==> config.mk <==
export PLATFORM = sky130hd
export DESIGN_NAME = mem_lsu
export DESIGN_NICKNAME = d
export VERILOG_FILES = /design/src/rtl/mem_lsu_pkg.sv /design/src/rtl/mem_lsu_align.sv /design/src/rtl/mem_lsu.sv
export SDC_FILE = /design/constraint.sdc
export NUM_CORES = 1
export LEC_CHECK = 0
export ABC_CLOCK_PERIOD_IN_PS = 5050
export BUFFER_PORTS_ARGS = -buffer_cell sky130_fd_sc_hd__buf_2
export CELL_PAD_IN_SITES_DETAIL_PLACEMENT = 0
export CELL_PAD_IN_SITES_GLOBAL_PLACEMENT = 1
export CORE_ASPECT_RATIO = 2
export CORE_MARGIN = 1.5
export CORE_UTILIZATION = 42
export CTS_BUF_LIST = sky130_fd_sc_hd__clkbuf_4 sky130_fd_sc_hd__clkbuf_8
export CTS_CLUSTER_DIAMETER = 120
export CTS_CLUSTER_SIZE = 14
export DETAILED_ROUTE_END_ITERATION = 10
export GPL_TIMING_DRIVEN = 0
export HOLD_SLACK_MARGIN = 0.12
export PLACE_DENSITY_LB_ADDON = 0.12
export SLEW_MARGIN = 15
export SYNTH_ARGS = -nofsm -noshare
export SYNTH_HDL_FRONTEND = slang
export SYNTH_SLANG_ARGS = --single-unit
==> constraint.sdc <==
create_clock -name clk -period 5.05 [get_ports clk]
set_input_delay 1.01 -clock clk [delete_from_list [all_inputs] [get_ports clk]]
set_output_delay 1.01 -clock clk [all_outputs]
set_load 0.02 [all_outputs]
==> src/rtl/mem_lsu_pkg.sv <==
// rtl/mem_lsu_pkg.sv - shared size and state encodings for the memory-stage load/store unit
package mem_lsu_pkg;

  localparam logic [1:0] SZ_BYTE = 2'b00;
  localparam logic [1:0] SZ_HALF = 2'b01;
  localparam logic [1:0] SZ_WORD = 2'b10;

  typedef enum logic [1:0] {
    IDLE = 2'd0,
    REQ  = 2'd1,
    WAIT = 2'd2,
    DONE = 2'd3
  } lsu_state_e;

endpackage

==> src/rtl/mem_lsu_align.sv <==
// rtl/mem_lsu_align.sv - combinational store lane formatting, misalignment check and load extension
module mem_lsu_align
  import mem_lsu_pkg::*;
(
  input  logic [1:0]  i_size,
  input  logic [1:0]  i_addr_lo,
  input  logic [31:0] i_wdata,
  input  logic [1:0]  i_ld_size,
  input  logic        i_ld_unsigned,
  input  logic [1:0]  i_ld_addr_lo,
  input  logic [31:0] i_rdata,
  output logic        o_misaligned,
  output logic [3:0]  o_wstrb,
  output logic [31:0] o_wdata,
  output logic [31:0] o_ld_data
);

  logic [7:0]  w_byte;
  logic [15:0] w_half;

  always_comb begin
    o_misaligned = 1'b0;
    o_wstrb      = 4'b1111;
    o_wdata      = i_wdata;
    case (i_size)
      SZ_BYTE: begin
        o_wstrb = 4'b0001 << i_addr_lo;
        o_wdata = {4{i_wdata[7:0]}};
      end
      SZ_HALF: begin
        o_misaligned = i_addr_lo[0];
        o_wstrb      = i_addr_lo[1] ? 4'b1100 : 4'b0011;
        o_wdata      = {2{i_wdata[15:0]}};
      end
      default: begin
        o_misaligned = |i_addr_lo;
      end
    endcase
  end

  // Load side uses the latched request, since the live req_* may have moved on.
  always_comb begin
    w_byte    = i_rdata[7:0];
    w_half    = i_ld_addr_lo[1] ? i_rdata[31:16] : i_rdata[15:0];
    o_ld_data = i_rdata;
    case (i_ld_addr_lo)
      2'd1:    w_byte = i_rdata[15:8];
      2'd2:    w_byte = i_rdata[23:16];
      2'd3:    w_byte = i_rdata[31:24];
      default: w_byte = i_rdata[7:0];
    endcase
    case (i_ld_size)
      SZ_BYTE: o_ld_data = {{24{~i_ld_unsigned & w_byte[7]}}, w_byte};
      SZ_HALF: o_ld_data = {{16{~i_ld_unsigned & w_half[15]}}, w_half};
      default: o_ld_data = i_rdata;
    endcase
  end

endmodule

==> src/rtl/mem_lsu.sv <==
// rtl/mem_lsu.sv - memory-stage load/store unit: request/grant FSM, watchdog and pipeline stall
module mem_lsu
  import mem_lsu_pkg::*;
#(
  parameter int TIMEOUT = 255,
  parameter int CNT_W   = 8
) (
  input  logic        clk,
  input  logic        rst,
  input  logic        req_valid,
  input  logic        req_we,
  input  logic [1:0]  req_size,
  input  logic        req_unsigned,
  input  logic [31:0] req_addr,
  input  logic [31:0] req_wdata,
  output logic        stallM,
  output logic [31:0] rdata,
  output logic        done,
  output logic        adel,
  output logic        ades,
  output logic        buserr,
  output logic        mem_req,
  output logic        mem_we,
  output logic [3:0]  mem_wstrb,
  output logic [31:0] mem_addr,
  output logic [31:0] mem_wdata,
  input  logic        mem_gnt,
  input  logic        mem_rvalid,
  input  logic [31:0] mem_rdata
);

  lsu_state_e       r_state;
  logic [CNT_W-1:0] r_cnt;
  logic [1:0]       r_size;
  logic             r_unsigned;
  logic [1:0]       r_addr_lo;
  logic             r_mem_req;
  logic             r_mem_we;
  logic [3:0]       r_mem_wstrb;
  logic [31:0]      r_mem_addr;
  logic [31:0]      r_mem_wdata;
  logic [31:0]      r_rdata;
  logic             r_done;
  logic             r_buserr;

  logic             w_misaligned;
  logic [3:0]       w_wstrb;
  logic [31:0]      w_wdata;
  logic [31:0]      w_ld_data;
  logic             w_go;
  logic [CNT_W-1:0] w_cnt_nxt;
  logic             w_timeout;

  mem_lsu_align u_align (
    .i_size        (req_size),
    .i_addr_lo     (req_addr[1:0]),
    .i_wdata       (req_wdata),
    .i_ld_size     (r_size),
    .i_ld_unsigned (r_unsigned),
    .i_ld_addr_lo  (r_addr_lo),
    .i_rdata       (mem_rdata),
    .o_misaligned  (w_misaligned),
    .o_wstrb       (w_wstrb),
    .o_wdata       (w_wdata),
    .o_ld_data     (w_ld_data)
  );

  // Combinational outputs are gated by reset so every output reads 0 while held in reset.
  assign w_go   = rst & req_valid & ~w_misaligned;
  assign adel   = rst & req_valid & w_misaligned & ~req_we;
  assign ades   = rst & req_valid & w_misaligned & req_we;
  assign stallM = w_go & (r_state != DONE);

  assign w_cnt_nxt = r_cnt + 1'b1;
  assign w_timeout = (TIMEOUT != 0) && (w_cnt_nxt == CNT_W'(TIMEOUT));

  assign rdata     = r_rdata;
  assign done      = r_done;
  assign buserr    = r_buserr;
  assign mem_req   = r_mem_req;
  assign mem_we    = r_mem_we;
  assign mem_wstrb = r_mem_wstrb;
  assign mem_addr  = r_mem_addr;
  assign mem_wdata = r_mem_wdata;

  always_ff @(posedge clk or negedge rst) begin
    if (!rst) begin
      r_state     <= IDLE;
      r_cnt       <= '0;
      r_size      <= SZ_BYTE;
      r_unsigned  <= 1'b0;
      r_addr_lo   <= 2'b00;
      r_mem_req   <= 1'b0;
      r_mem_we    <= 1'b0;
      r_mem_wstrb <= 4'b0000;
      r_mem_addr  <= 32'd0;
      r_mem_wdata <= 32'd0;
      r_rdata     <= 32'd0;
      r_done      <= 1'b0;
      r_buserr    <= 1'b0;
    end else begin
      r_done   <= 1'b0;
      r_buserr <= 1'b0;
      case (r_state)
        IDLE: begin
          r_cnt <= '0;
          if (w_go) begin
            r_size      <= req_size;
            r_unsigned  <= req_unsigned;
            r_addr_lo   <= req_addr[1:0];
            r_mem_addr  <= {req_addr[31:2], 2'b00};
            r_mem_we    <= req_we;
            r_mem_wstrb <= req_we ? w_wstrb : 4'b0000;
            r_mem_wdata <= w_wdata;
            r_mem_req   <= 1'b1;
            r_state     <= REQ;
          end
        end
        REQ: begin
          r_cnt <= w_cnt_nxt;
          if (mem_gnt) begin
            r_mem_req <= 1'b0;
            r_done    <= r_mem_we;
            r_state   <= r_mem_we ? DONE : WAIT;
          end else if (w_timeout) begin
            r_mem_req <= 1'b0;
            r_rdata   <= 32'd0;
            r_done    <= 1'b1;
            r_buserr  <= 1'b1;
            r_state   <= DONE;
          end
        end
        WAIT: begin
          r_cnt <= w_cnt_nxt;
          if (mem_rvalid) begin
            r_rdata <= w_ld_data;
            r_done  <= 1'b1;
            r_state <= DONE;
          end else if (w_timeout) begin
            r_rdata  <= 32'd0;
            r_done   <= 1'b1;
            r_buserr <= 1'b1;
            r_state  <= DONE;
          end
        end
        DONE: begin
          r_state <= IDLE;
        end
      endcase
    end
  end

endmodule

# Yosys cells after proc, flatten, opt, wreduce, memory -nomap -nowiden
# Index checks and enable logic that the tools add are counted.
[word_totals]
reg_bits = 117
in_bits = 105
elab_cells = 80
[classes]
addsub = 1
eq_ne = 13
shift = 1
mux = 30
bitwise_logic = 11
n_reduce_logical = 11
[op_table]
columns = ["cell", "n"]
rows = [
  ["$pmux W32 S2", 3],
  ["$mux W32", 3],
  ["$pmux W8 S3", 1],
  ["$mux W16", 1],
  ["$pmux W8 S2", 1],
  ["$mux W1", 9],
  ["$add A8 B1 Y8 const B", 1],
  ["$and A1 B1 Y1", 8],
  ["$eq A2 B1 Y1 const B", 4],
  ["$eq A2 B2 Y1 const B", 4],
  ["$eq A8 B8 Y1 const B", 1],
  ["$mux W2", 4],
  ["$mux W4", 2],
  ["$pmux W1 S2", 4],
  ["$pmux W2 S4", 1],
  ["$pmux W4 S2", 1],
  ["$logic_not A2 Y1", 3],
  ["$ne A2 B2 Y1 const B", 3],
  ["$reduce_bool A2 Y1", 3],
  ["$reduce_and A2 Y1", 2],
  ["$reduce_or A2 Y1", 2],
  ["$shl A1 B2 Y4 const A", 1],
  ["$ne A3 B3 Y1 const B", 1],
  ["$not A1 Y1", 3],
  ["$reduce_and A3 Y1", 1],
]

# Longest topological paths before layout
# Gate-level depths: netlist (run 1).
[logic_depth]
word_depth = 6
ltp_mapped = 8
mapped_depth_nobuf = 7

# Hierarchy
# Synthesis (run 1) repeated with hierarchy kept, for this count alone.
[unflattened]
hier_cells = 604
hier_area_um2 = 6414.9
[modules_own_cells]
columns = ["module", "n_inst", "cells_each", "area_each_um2"]
rows = [
  ["mem_lsu", 1, 408, 4966.0],
  ["mem_lsu_align", 1, 196, 1448.9],
]

# Worst setup path before layout (run 1)
# OpenSTA, ideal clock, no wires.
[synth_path]
path_kind = "input-to-output"
start = "in req_addr[1]"
end = "out stallM"
t_arrival_ps = 1648
required_time_ps = 4040
path_slack_ps = 2392
path_stages = 3
path_cell_list = "o21ai_1 -> nand4_1 -> nor2_1"
[synth_between]
elab_chain_len = 5
[synth_rtl]
columns = ["item", "line_no", "rtl"]
rows = [
  ["start, declared", "mem_lsu.sv:14", "input logic [31:0] req_addr,"],
  ["$reduce_or A2 Y1", "mem_lsu_align.sv:36", "o_misaligned = |i_addr_lo;"],
  ["$pmux W1 S2", "mem_lsu_align.sv:25", "case (i_size)"],
  ["$not A1 Y1", "mem_lsu.sv:69", "assign w_go = rst & req_valid & ~w_misaligned;"],
  ["$and A1 B1 Y1", "mem_lsu.sv:69", ""],
  ["$and A1 B1 Y1", "mem_lsu.sv:72", "assign stallM = w_go & (r_state != DONE);"],
  ["end, declared", "mem_lsu.sv:16", "output logic stallM,"],
]
# No other way between the ends.

# Final worst setup path (run 1)
[layout_path]
start = "in rst"
end = "out stallM"
[layout_between]
elab_chain_len = 3
[layout_rtl]
columns = ["item", "line_no", "rtl"]
rows = [
  ["start, declared", "mem_lsu.sv:9", "input logic rst,"],
  ["$and A1 B1 Y1 (2 in series)", "mem_lsu.sv:69", ""],
  ["$and A1 B1 Y1", "mem_lsu.sv:72", ""],
]
# No other way between the ends.

==> impl_metrics.tcl, run 1 <==
set metrics [dict create \
    p_total_mw 4.56 \
    postCtsHoldBufs 0 \
    synthFlopType "dfrtp_1" \
    numClockSinks 117 \
    synth_top_cells_by_area "dfrtp_1, mux2_2, o21ai_0" \
    status "complete, no violations" \
    hold_path_class "flip-flop to flip-flop" \
    synthTopCellsByCount "dfrtp_1, nand2_1, o21ai_0" \
    grt_pass1_wl_um 29900 \
    dpl.hpwl_um 14900 \
    area_growth_pct 28.4 \
    max_slew_margin 0.357 \
    die_y_um 174 \
    worstMarginPinSlew_ps 961 \
    synth_cell_types 53 \
    final_layout_size_suffix_gt1_frac 0.377 \
    ff_latch_area_um2 2930 \
    cts_made_buffers 17 \
    worst_clock_skew_ps 16.9 \
    report.final.slew_viol_count 0 \
    p_clk_frac 0.201 \
    cts.clk_slew.worst_paths_ps 70 \
    boundaryPins 212 \
    finalNetCount 949 \
    hold_violations 0 \
    cts_buffer_depth 2 \
    cp.arrival_ps 2430 \
    critPathKind "primary input to output port" \
    syn_inst 605 \
    core_um2 14300 \
    synthArstFlopShare 1.00 \
    fill_cells 1420 \
    cts_tree "done" \
    root_buffer "clkbuf_8" \
    finalSetupViolations 0 \
    p_leak_nw 3.80 \
    crit_path_end_kind "output port" \
    grt_overflow 0 \
    p_int_mw 2.56 \
    finalWirelength_um 19000 \
    power_density_nw_per_um2 582 \
    place_congestion 0.882 \
    r2r-start "r_cnt[0]" \
    fmax_ghz 0.291 \
    switchingPower_mw 2.00 \
    std_cell_rows 62 \
    fin_crit_sh 0.681 \
    pwr-share-seq 0.342 \
    finalCriticalPeriod_ps 3440 \
    synth-seq-cells 117 \
    grt_pass1_vias 5957 \
    drc 0 \
    critPathMaxFanout 72 \
    portBuffers 209 \
    die_w_um 88.3 \
    r2r_end "rdata[7]" \
    combPwrFrac 0.458 \
    placed_cell_area_um2 7430 \
    crit_path_start_kind "primary input" \
    crit_path_start "rst" \
    yosys_warnings 0 \
    reg2reg_slack_ps 2640 \
    seq_area_frac_synth 0.479 \
    vias 5644 \
    cts-resized-gates 0 \
    routedWlPerCell_um 18.3 \
    worstPathRequired_ps 4040 \
    p_sw_frac 0.438 \
    grt_setup_unrepaired "false" \
    multi_input_area_um2 2920 \
    irDropWorstVdd_uv 322 \
    ant_nets 0 \
    endpoint "stallM" \
    drv_cap 0 \
    dr.pass1.iters 6 \
    htree_num_levels 4 \
    synth.avg_cell_area_um2 10.1 \
    antenna_cells 0 \
    synth_edf_count 0 \
    postLayoutCellArea_um2 7840 \
    grt_usage 0.257 \
    reg2reg_depth 7 \
    grt_max_degree 73 \
    synth.most_common_cell "dfrtp_1" \
    start_util 0.428 \
    insertion_delay_ps 440 \
    drt_iter0_drc 141 \
    yosysTopAreaCellShare 0.479 \
    die_area_um2 15300 \
    yosysTopAreaCell "dfrtp_1" \
    antenna_found_initial 1 \
    syn_area_um2 6110 \
    post_cts_buffers 0 \
    via_per_inst 5.43 \
]
## registers in the layout (all words and copies together) (netlist names)
name	flops
r_size	2
r_unsigned	1
done	1
mem_addr	30
mem_wdata	32
r_cnt	8
r_addr_lo	2
mem_we	1
rdata	32
buserr	1
r_state	2
mem_wstrb	4
mem_req	1
## worst min-delay path by stage
stage	depth (start not counted)	to	startpoint
global route	2	mem_wstrb[0]	mem_wstrb[0]
CTS	2	mem_wstrb[2]	mem_wstrb[2]
floorplan	2	r_cnt[6]	r_cnt[6]
detailed placement	2	mem_wstrb[2]	mem_wstrb[2]
global placement	2	mem_wdata[31]	mem_wdata[31]
finish	2	mem_wstrb[2]	mem_wstrb[2]
## critical path: stages
cell and delay [ps]:
buf_6 380, buf_16 360, nand4_1 300, nor2_1 150
buf_2 190
## power groups by stage
stage,clock network (mW),registers (mW),logic (mW)
after floorplan,0,1.97,0.929
after global placement,0,1.55,2.06
after detailed placement,0,1.57,2.10
after CTS,0.940,1.56,2.11
after global routing,0.975,1.61,2.27
final,0.916,1.56,2.09
## placed cells by master (no fill, tap or decap), drive strengths merged, types with 4 or more instances in the layout
cell / synthesis / routed
buf: 22 / 232
dfrtp: 117 / 117
nand2: 66 / 66
o21ai: 62 / 62
nor2: 46 / 46
mux2: 45 / 45
clkbuf: 18 / 36
o211ai: 32 / 32
inv: 22 / 29
mux2i: 24 / 24
a21oi: 23 / 23
and2: 18 / 18
a22o: 12 / 12
ha: 9 / 9
o2bb2ai: 8 / 8
a221oi: 7 / 7
nand3: 7 / 7
o22ai: 6 / 6
nor2b: 6 / 6
a211oi: 6 / 6
a31oi: 5 / 5
a21o: 4 / 4
mux4: 4 / 4
a21boi: 4 / 4
## layer usage
layer	global-route usage	routed length, um
met2	0.468	10400
met1	0.255	6540
met4	0.138	864
met5	0	13
met3	0.0633	1110
## layout make-up
class	instances	share of cell area
multi-input combinational	427	0.373
clock inverter	14	0.0209
clock buffer	18	0.0316
tap	192	0.0306
timing repair buffer	210	0.138
inverter	22	0.0105
sequential	117	0.373
buffer	40	0.0228
## metrics by stage
stage                     worst slack [ps]  TNS [ps]  std cells  hold WS [ps]  utilization
after floorplan                       2390         0        606           514            -
after global placement                -112     -1790       1007           461        0.518
after detailed placement              1530         0       1008           465        0.521
after CTS                             1540         0       1040           482        0.550
after global routing                  1360         0       1040           505        0.550
final                                 1610         0       1040           479        0.550
## cells by family after synthesis
kind of cell,share of synthesized area
adder cells (fa/ha/maj),0.0184
AO/OA/AOI/OAI,0.197
buffers and inverters,0.0428
flip-flops,0.479
other,0.000614
AND/OR/NAND/NOR,0.125
multiplexers,0.137
No activity file was read; power rests on OpenSTA's default activity.
==> run 2: changes to the inputs <==
Settings changed: ABC_CLOCK_PERIOD_IN_PS 5050 to 2900, CORE_UTILIZATION 42 to 35.
Clock period 5.05 ns to 2.9 ns, I/O delays scaled along.
==> impl_metrics.tcl, run 2 (synthesis results as in run 1) <==
set metrics [dict create \
    status "complete, no violations" \
    placedCellCount 1026 \
    cts_tree "done" \
    worst_clock_skew_ps 13.3 \
    irDropWorstVdd_uv 590 \
    dr.pass1.iters 4 \
    cts_buffer_depth 2 \
    htree_num_levels 4 \
    crit_path_start_kind "flip-flop" \
    grt_pass1_wl_um 31400 \
    die_y_um 190 \
    drt_iter0_drc 159 \
    critPathMaxStageDelay_ps 460 \
    area_growth_pct 28.9 \
    vias 5674 \
    via_per_inst 5.37 \
    fin_crit_sh 0.820 \
    cts_made_buffers 17 \
    insertion_delay_ps 430 \
    dpl.hpwl_um 15900 \
    routedWlPerCell_um 19.3 \
    hold_violations 0 \
    grt_max_degree 74 \
    finalNetCount 951 \
    final_common_cell "buf_2" \
    critPathMaxFanout 9 \
    die_w_um 96.4 \
    drc 0 \
    max_slew_margin 0.336 \
    portBuffers 209 \
    antenna_found_initial 0 \
    utilization 0.458 \
    core_um2 17200 \
    boundaryPins 212 \
    cpMaxStageDelayCell "dfrtp_1" \
    p_leak_nw 3.82 \
    grt_usage 0.231 \
    reg2reg_depth 7 \
    die_area_um2 18300 \
    drv_cap 0 \
    cp.arrival_ps 2700 \
    place_congestion 0.907 \
    finalCriticalPeriod_ps 2380 \
    grt_pass1_vias 6102 \
    worstPathRequired_ps 3220 \
    fmax_ghz 0.420 \
    antenna_cells 0 \
    numClockSinks 117 \
    stdcell_count 1057 \
    root_buffer "clkbuf_8" \
    path_cells "ha_1, nand3_1, or3_1, nand3_2, nand3_4, a21o_1, a22o_1" \
    grt_overflow 0 \
    p_total_mw 7.90 \
    critPathKind "flip-flop to flip-flop" \
    crit_path_end_kind "flip-flop" \
    worstMarginPinSlew_ps 992 \
    report.final.slew_viol_count 0 \
    final_layout_size_suffix_gt1_frac 0.375 \
    start_util 0.355 \
    finalSetupViolations 0 \
    power_density_nw_per_um2 1000 \
    grt_setup_unrepaired "false" \
    std_cell_rows 68 \
    mostFrequentLayoutCells "buf_2, dfrtp_1, nand2_1, o21ai_0, nor2_1" \
    finalWirelength_um 20400 \
    cts.clk_slew.worst_paths_ps 70 \
    ant_nets 0 \
    hold_path_class "primary input to async pin" \
]
[run 2: path summary, 6_finish.rpt]
path                          startpoint            end  slack [ps]
max in group asynchronous            rst    mem_addr[3]        1910
min                                  rst      rdata[18]         100
min reg2reg                mem_wdata[21]  mem_wdata[21]         480
min in group clk            req_addr[26]   mem_addr[26]         380
max                             r_cnt[0]       rdata[0]         520
max reg2reg                     r_cnt[0]       rdata[0]         520
[run 2: what timing repair did]
action                                 in CTS  in global routing
gates resized for setup                     0                  0
endpoints found under the hold margin      46                  0
hold buffers                                2                  0
setup buffers                               0                  0
[run 2: cell type report]
| type | count | area, um2 |
|---|---|---|
| sequential | 117 | 2930 |
| fill | 1716 | 9310 |
| inverter | 22 | 82.6 |
| buffer | 40 | 179 |
| timing repair buffer | 212 | 1120 |
| multi-input combinational | 427 | 2920 |
| tap | 210 | 263 |
| clock inverter | 5 | 75.1 |
| clock buffer | 24 | 305 |
[run 2: through the flow]
stage | hold slack, ps | area [um2] | worst slack (ps) | TNS [ps]
floorplan | 284 | 6110 | 854 | 0
global placement | 459 | 7420 | -1990 | -185040
detailed placement | 466 | 7450 | -189 | -8740
CTS | 126 | 7870 | 531 | 0
global route | 121 | 7870 | 234 | 0
finish | 104 | 7870 | 522 | 0
[run 2: report_power, final]
group	total [mW]	internal (mW)	switching (mW)
logic	3.71	1.36	2.35
clock network	1.48	0.852	0.632
registers	2.70	2.30	0.399
[run 2: worst max-delay path, delay by kind of cell (launching register included)]
kind | cells | cell delay, ps
flops | 1 | 460
fa+ha+maj | 1 | 400
simple gates | 4 | 860
compound gates | 2 | 560
[run 2: layer usage]
metal / vias to the layer above / track usage / wire, um / part of all wire
li1: 2635 / - / - / -
met1: 2751 / 0.218 / 6900 / 0.34
met2: 235 / 0.437 / 11300 / 0.55
met3: 53 / 0.0552 / 1250 / 0.061
met4: 0 / 0.124 / 958 / 0.047
met5: - / 0 / 0 / 0
==> run 3: changes to the inputs <==
Settings changed: ABC_AREA from default to 1, ABC_CLOCK_PERIOD_IN_PS 2900 to 2250, CORE_UTILIZATION 35 to 37.
Clock period 2.9 ns to 2.25 ns, I/O delays scaled along.
==> impl_metrics.tcl, run 3 <==
set metrics [dict create \
    synthTopCellsByCount "nand2_1, dfrtp_1, a21oi_1" \
    crit_path_start_kind "flip-flop" \
    setup_ws_ps 133 \
    cts_tree "done" \
    report.final.slew_viol_count 0 \
    grt_max_degree 81 \
    critPathKind "flip-flop to flip-flop" \
    p_leak_nw 4.22 \
    htree_num_levels 4 \
    placed_cell_area_um2 7360 \
    drv_cap 0 \
    worstPathRequired_ps 2550 \
    path_cells "ha_1, nand2_1, inv_1, nor2_2, nand3_1, nor2_2, nand4_1, nand2_1, a21oi_1" \
    numClockSinks 117 \
    reg2reg_slack_ps 130 \
    mostFrequentLayoutCells "nand2_1, buf_2, dfrtp_1, a21oi_1, inv_1" \
    dr.pass1.iters 6 \
    final_layout_size_suffix_gt1_frac 0.302 \
    worstMarginPinSlew_ps 541 \
    grt_pass1_wl_um 31600 \
    whs_ps 198 \
    grt_use_met2 0.460 \
    hold_violations 0 \
    die_w_um 93.3 \
    synth_edf_count 0 \
    grt_overflow 0 \
    critPathMaxFanout 7 \
    insertion_delay_ps 440 \
    max_slew_margin 0.639 \
    yosysTopAreaCellShare 0.485 \
    synth_top_cells_by_area "dfrtp_1, nand2_1, a21oi_1" \
    synth-seq-cells 117 \
    root_buffer "clkbuf_8" \
    synth.most_common_cell "nand2_1" \
    worst_clock_skew_ps 9.34 \
    die_y_um 184 \
    fill_cells 1654 \
    drt_iter0_drc 204 \
    cp.arrival_ps 2420 \
    critPathMaxStageDelay_ps 420 \
    final_common_cell "nand2_1" \
    synth.avg_cell_area_um2 7.82 \
    routedWlPerCell_um 16.2 \
    status "complete, no violations" \
    cpMaxStageDelayCell "dfrtp_1" \
    std_cell_rows 65 \
    irDropWorstVdd_uv 776 \
    cts_buffer_depth 2 \
    use_met1 0.239 \
    fmax_ghz 0.472 \
    start_util 0.380 \
    synthFlopType "dfrtp_1" \
    place_congestion 0.854 \
    grt_usage 0.243 \
    via_per_inst 4.83 \
    yosys_warnings 0 \
    die_area_um2 17100 \
    antenna_cells 0 \
    portBuffers 207 \
    synthArstFlopShare 1.00 \
    boundaryPins 212 \
    syn_area_um2 6030 \
    seq_area_frac_synth 0.485 \
    finalSetupViolations 0 \
    vias 5872 \
    critPathBufInv 1 \
    place_ws_ps -108 \
    postLayoutCellArea_um2 7850 \
    finalNetCount 1115 \
    finalWirelength_um 19700 \
    crit_path_end_kind "flip-flop" \
    cts.clk_slew.worst_paths_ps 70 \
    tns_ps 0 \
    dpl.hpwl_um 15400 \
    core_um2 15900 \
    finalCriticalPeriod_ps 2120 \
    grt_use_met3 0.0616 \
    area_growth_pct 30.2 \
    cts_made_buffers 17 \
    utilization 0.495 \
    synth_cell_types 41 \
    power_density_nw_per_um2 1320 \
    grt_pass1_vias 6097 \
    yosysTopAreaCell "dfrtp_1" \
    hold_path_class "primary input to flip-flop" \
    drc 0 \
    antenna_found_initial 0 \
    syn_inst 771 \
    grt_busiest_layer "met2" \
    ant_nets 0 \
    cpLargestDelayFamily "simple AND/OR/NAND/NOR gates" \
    fin_crit_sh 0.941 \
]
## run 3: changes by cell type in the layout (fill, tap and decap cells not counted), moves of 27 or more
| cell | delta |
|---|---|
| a21oi_1 | +38 |
| inv_1 | +27 |
| mux2_2 | -45 |
| nand2_1 | +213 |
| nand3_1 | +38 |
| o211ai_1 | -30 |
| o21ai_1 | +45 |
## run 3: cell type report
| type | count | area (um2) | share of cell area |
|---|---|---|---|
| clock inverters | 8 | 146 | 0.0186 |
| inverters | 61 | 229 | 0.0292 |
| repair buffers | 210 | 1100 | 0.140 |
| plain buffers | 37 | 225 | 0.0287 |
| clock buffers | 24 | 305 | 0.0389 |
| flip-flops and latches | 117 | 2930 | 0.373 |
| well taps | 201 | 251 | 0.0320 |
| multi-input cells | 557 | 2670 | 0.340 |
## run 3: path summary, 6_finish.rpt
check | start | end | cells past startpoint
worst min-delay path | req_addr[12] | mem_addr[12] | 3
worst max register to register | r_cnt[1] | rdata[12] | 9
worst min register to register | mem_addr[8] | mem_addr[8] | 2
min in group asynchronous | rst | r_cnt[7] | 3
max in group asynchronous | rst | mem_wstrb[1] | 3
worst max-delay path | r_cnt[1] | rdata[12] | 9
## run 3: worst register-to-register path: cells and delay by family (launching register included)
kind | cells | cell delay (ps)
buffers and inverters | 1 | 70
adder cells (fa/ha/maj) | 1 | 210
AND/OR/NAND/NOR | 6 | 1210
flip-flops | 1 | 420
AO/OA/AOI/OAI | 1 | 80
## run 3: repair_timing
item,in CTS,in global routing
gates cloned,0,0
resized for setup,1,4
setup buffers,0,0
hold endpoints to repair,37,0
endpoints found under the setup margin,4,21
hold buffers,2,0
## run 3: routing by layer
layer | wire (um) | vias to the layer above
li1 | - | 2959
met2 | 11000 | 179
met5 | 0 | -
met4 | 741 | 0
met1 | 6950 | 2685
met3 | 953 | 49
## run 3: cell families after synthesis
group / after synthesis / share of synthesized area
other: 1 / 0.000622
muxes: 4 / 0.00664
and+or+nand+nor: 372 / 0.259
adders and majority gates: 9 / 0.0187
buffers and inverters: 98 / 0.0747
DFF: 117 / 0.485
AOI/OAI and AO/OA: 170 / 0.155
## run 3: where the power goes
group          switching (mW)  total [mW]  internal (mW)
Combinational            3.09        4.65           1.55
Clock                   0.887        2.23           1.34
Sequential              0.513        3.47           2.96
## run 3: metrics by stage
stage               instances  total power, mW
floorplan                 772             6.53
global placement         1180             8.16
detailed placement       1181             8.19
CTS                      1215             10.5
global route             1215             11.1
finish                   1215             10.4
